`config.mk`:
```
export PLATFORM = sky130hd
export DESIGN_NAME = dual_lift
export DESIGN_NICKNAME = d
export VERILOG_FILES = /design/src/rtl/dual_lift.sv
export SDC_FILE = /design/constraint.sdc
export NUM_CORES = 1
export LEC_CHECK = 0
export CAP_MARGIN = 20
export CORE_MARGIN = 1
export CORE_UTILIZATION = 30
export DETAILED_ROUTE_END_ITERATION = 7
export SETUP_SLACK_MARGIN = 0.5
export SLEW_MARGIN = 20
export SYNTH_ARGS = -nofsm -noshare
export SYNTH_HDL_FRONTEND = slang
export SYNTH_SLANG_ARGS = --single-unit
```
`constraint.sdc`:
```
create_clock -name clk -period 2.6 [get_ports clk]
set_input_delay 0.65 -clock clk [delete_from_list [all_inputs] [get_ports clk]]
set_output_delay 0.65 -clock clk [all_outputs]
set_load 0.02 [all_outputs]
```
`src/rtl/dual_lift.sv`:
```
// Two independent elevator cars over an 8-floor shaft pair.
// Each car runs SCAN travel with one-cycle door dwell, an emergency freeze and full-car request refusal.

module dual_lift_car (
    input  logic       clk,
    input  logic       reset,
    input  logic [2:0] req_floor,
    input  logic       emergency_stop,
    input  logic       full_capacity,
    output logic [1:0] door,
    output logic [2:0] current_floor,
    output logic [7:0] requests
);
    typedef enum logic [2:0] {
        ST_IDLE,
        ST_MOVING_UP,
        ST_MOVING_DOWN,
        ST_DOOR_OPEN,
        ST_EMERGENCY
    } state_t;

    state_t     r_state, w_state_nxt;
    logic [2:0] r_floor, w_floor_nxt;
    logic [2:0] r_prev;
    logic [7:0] r_req, w_req_nxt;
    logic       r_dir, w_dir_nxt;   // 1 = up
    logic [7:0] w_set, w_clr;
    logic       w_has_above, w_has_below;

    assign w_has_above = |(r_req & (8'hFE << r_floor));
    assign w_has_below = |(r_req & ~(8'hFF << r_floor));

    always_ff @(posedge clk) begin
        if (reset) begin
            r_state <= ST_IDLE;
            r_floor <= 3'd0;
            r_prev  <= 3'd0;
            r_req   <= 8'd0;
            r_dir   <= 1'b1;
        end else begin
            r_state <= w_state_nxt;
            r_floor <= w_floor_nxt;
            r_prev  <= req_floor;
            r_req   <= w_req_nxt;
            r_dir   <= w_dir_nxt;
        end
    end

    always_comb begin
        w_set       = 8'd0;
        w_clr       = 8'd0;
        w_state_nxt = ST_IDLE;
        w_floor_nxt = r_floor;
        w_dir_nxt   = r_dir;
        // A level held on the input is captured once; a refused change is lost.
        if (req_floor != r_prev && !full_capacity)
            w_set[req_floor] = 1'b1;

        if (emergency_stop) begin
            w_state_nxt = ST_EMERGENCY;
        end else if (r_req[r_floor]) begin
            w_state_nxt      = ST_DOOR_OPEN;
            w_clr[r_floor]   = 1'b1;
        end else if (r_dir && w_has_above) begin
            w_state_nxt = ST_MOVING_UP;
            w_floor_nxt = r_floor + 3'd1;
        end else if (w_has_below) begin
            w_state_nxt = ST_MOVING_DOWN;
            w_dir_nxt   = 1'b0;
            w_floor_nxt = r_floor - 3'd1;
        end else if (w_has_above) begin
            w_state_nxt = ST_MOVING_UP;
            w_dir_nxt   = 1'b1;
            w_floor_nxt = r_floor + 3'd1;
        end

        // Set wins over clear on the same bit.
        w_req_nxt = (r_req & ~w_clr) | w_set;
    end

    assign door          = (r_state == ST_EMERGENCY) ? 2'b10 :
                           (r_state == ST_DOOR_OPEN) ? 2'b01 : 2'b00;
    assign current_floor = r_floor;
    assign requests      = r_req;
endmodule

module dual_lift (
    input  logic       clk,
    input  logic       reset,
    input  logic [2:0] req_floor1,
    input  logic [2:0] req_floor2,
    input  logic       emergency_stop1,
    input  logic       emergency_stop2,
    input  logic       full_capacity1,
    input  logic       full_capacity2,
    output logic [1:0] door1,
    output logic [1:0] door2,
    output logic [2:0] current_floor1,
    output logic [2:0] current_floor2,
    output logic [7:0] requests1,
    output logic [7:0] requests2
);
    dual_lift_car u_car1 (
        .clk            (clk),
        .reset          (reset),
        .req_floor      (req_floor1),
        .emergency_stop (emergency_stop1),
        .full_capacity  (full_capacity1),
        .door           (door1),
        .current_floor  (current_floor1),
        .requests       (requests1)
    );

    dual_lift_car u_car2 (
        .clk            (clk),
        .reset          (reset),
        .req_floor      (req_floor2),
        .emergency_stop (emergency_stop2),
        .full_capacity  (full_capacity2),
        .door           (door2),
        .current_floor  (current_floor2),
        .requests       (requests2)
    );
endmodule

```
==> flow_summary.json <==
{
  "dp_hpwl_mm": 3.61,
  "initial_utilization_pct": 31.8,
  "nets": 307,
  "switchingPower_w": 0.000489,
  "clock_sinks": 36,
  "clock_latency_ps": 280,
  "synth_most_common_cell": "dfxtp_1",
  "worstHoldPathType": "reg -> reg",
  "setup_viol": 0,
  "postRouteWirelength_mm": 5.27,
  "cp.required_ps": 2770,
  "path_clk_slew_ps": 70,
  "fin_setup_tns_ps": 0,
  "fin_hold_ws_ps": 530,
  "grt_pass1_wl_mm": 8.27,
  "fin_skew_ps": 9.99,
  "p_leak_nw": 1.17,
  "die_w_um": 85.3,
  "critPathMaxFanout": 6,
  "ant_nets": 0,
  "drv_cap": 0,
  "ys_ff_latch": 36,
  "vdd_drop_max_uv": 257,
  "grt_pass1_vias": 1692,
  "cp-start-kind": "register",
  "synthTopCellsByArea": "dfxtp_1, ha_1, nor2b_1, nand2_1, a32o_1",
  "ys_top_cells_by_count": "dfxtp_1, nand2_1, nor2b_1",
  "ys_async_sr_fraction_pct": 0,
  "synth_top_area_cell": "dfxtp_1",
  "cts-htree-levels": 2,
  "grt_max_degree": 19,
  "rows": 29,
  "worst_pin_slew_ps": 564,
  "top_usage_layer": "met2",
  "drv_slew": 0,
  "syn2layout_area_growth_pct": 40.7,
  "cts_tree": "done",
  "ios": 38,
  "met2_usage_pct": 22.5,
  "drive_gt1_share_pct": 24.1,
  "grt_overflow": 0,
  "synth_cell_types": 49,
  "max_freq_mhz": 482,
  "netlist_area_um2": 2080,
  "rsz0062_at_grt": "true",
  "wire_per_inst_um": 14.5,
  "grt_usage_pct": 14.1,
  "power_density_nw_per_um2": 551,
  "synth-edff-count": 0,
  "dominantRegCellSynth": "dfxtp_1",
  "design_area_um2": 2930,
  "port_buffers": 37,
  "core_um2": 6530,
  "period_minus_slack_ps": 2080,
  "ys.warnings.count": 0,
  "relSlewSlack_pct": 62.2,
  "numCtsBuffers": 5,
  "routed_via_density": 5.21,
  "drc": 0,
  "power.share.switching_pct": 30.3,
  "dr_total_vias": 1892,
  "yosys.area.top_type_share_pct": 34.7,
  "placed_area_um2": 2550,
  "hold_viol": 0,
  "grt_util_met1_pct": 19.2,
  "antenna_found_initial": 0,
  "comb_power_share_pct": 30.2,
  "clockRootBuffer": "clkbuf_8",
  "clkPwrFrac_pct": 30.2,
  "globalplace.congestion": 0.815,
  "cts_buffer_depth": 2,
  "drtIter0Drc": 86,
  "yosysSeqAreaShare_pct": 34.7,
  "status": "complete, no violations",
  "grt.met3_usage_pct": 2.82,
  "synthesis.instances": 225,
  "p_seq_share_pct": 39.6,
  "avgSynthCellArea_um2": 9.24,
  "syn-num-nets": 247,
  "p_int_w": 0.00112,
  "fp.dieH_um": 85.3,
  "first_pass_iters": 5,
  "arrival_ps": 2250,
  "setup.worst_path.class": "reg -> reg",
  "n_antenna_cell": 0,
  "endpoint_kind": "register",
  "min_period_over_period_pct": 79.8,
  "die_area_um2": 7270
}
registers in the layout, summed over array words and instances, names as in the netlist:
name,flops
u_car1.current_floor,3
u_car1.r_dir,1
u_car1.r_prev,3
u_car1.r_state,3
u_car1.requests,8
u_car2.current_floor,3
u_car2.r_dir,1
u_car2.r_prev,3
u_car2.r_state,3
u_car2.requests,8
worst max-delay path: stages, from the launching register on:
cell and delay (ps):
dfxtp_4 380, buf_4 140, nor2b_1 280, a221o_1 260
a21oi_4 100, nor3_1 420, nand2_1 120, a32o_1 270
placed cells by master (no fill, tap or decap), drive strengths merged, types with 2 or more instances in the layout:
master | synthesis | final
clkdlybuf4s50 | 0 | 31
clkbuf | 3 | 6
a31o | 3 | 3
o211ai | 2 | 2
o21ai | 4 | 4
o311ai | 5 | 5
ha | 10 | 10
buf | 4 | 22
a221o | 3 | 3
inv | 12 | 12
nand2b | 8 | 8
a21oi | 7 | 7
a22oi | 2 | 2
dfxtp | 36 | 36
xnor2 | 10 | 10
dlymetal6s2s | 0 | 5
mux2 | 2 | 2
mux2i | 3 | 3
nand2 | 25 | 25
a211oi | 5 | 5
nand3 | 7 | 7
and2 | 2 | 2
and3 | 2 | 2
a2111oi | 2 | 2
a32o | 9 | 9
nor2b | 19 | 19
a31oi | 3 | 3
clkinv | 2 | 3
or3 | 2 | 2
nor2 | 9 | 9
nor3 | 7 | 7
nor3b | 4 | 4
mux4 | 2 | 2
final timing paths:
check        slack (ps)  cells past startpoint                 endpoint                    start
min                 530                      2  u_car2.current_floor[1]  u_car2.current_floor[1]
max                 520                      7       u_car2.requests[1]  u_car2.current_floor[1]
max reg2reg         520                      7       u_car2.requests[1]  u_car2.current_floor[1]
min reg2reg         530                      2  u_car2.current_floor[1]  u_car2.current_floor[1]
power by group through the flow:
stage | clock, W | sequential (W) | combinational, W
floorplan | 0 | 0.000661 | 0.000242
global placement | 0 | 0.000662 | 0.000364
detailed placement | 0 | 0.000663 | 0.000363
CTS | 0.000500 | 0.000650 | 0.000396
global route | 0.000531 | 0.000645 | 0.000525
finish | 0.000487 | 0.000639 | 0.000487
metal layers:
metal	routed length, um	part of all wire, %	vias up
met3	183	3.5	8
met5	0	0	-
met2	2480	47	43
li1	-	-	942
met4	93	1.8	0
met1	2520	48	899
logic make-up after synthesis:
group	synth area share (%)
AO/OA/AOI/OAI	23.5
multiplexers	5.84
AND/OR/NAND/NOR	21.7
XOR/XNOR	4.21
buffers and inverters	4.03
adder cells (fa/ha/maj)	6.02
flip-flops	34.7
final cells by class:
class                   instances  area [um2]
fillers                       663        3600
well taps                      77        96.3
repair buffers                 60         556
clock inverters                 3        42.5
flip-flops and latches         36         741
multi-input cells             168        1370
inverters                      14        57.6
clock buffers                   5        68.8
timing repair:
item | 4_1_cts | 5_1_grt
endpoints found under the setup margin | 12 | 16
hold buffers | 0 | 0
resized for setup | 13 | 24
setup buffers | 6 | 14
pin swaps | 4 | 6
hold endpoints to repair | 0 | 0
through the flow:
step	total power [W]	cells	setup slack, ps	util, %
4_1_cts	0.00155	349	465	41.9
3_5_place_dp	0.00103	335	238	39.0
5_1_grt	0.00170	363	468	44.8
3_3_place_gp	0.00103	335	202	39.0
6_report	0.00161	363	524	44.8
2_1_floorplan	0.000903	225	450	-
No activity file was read; power rests on OpenSTA's default activity.
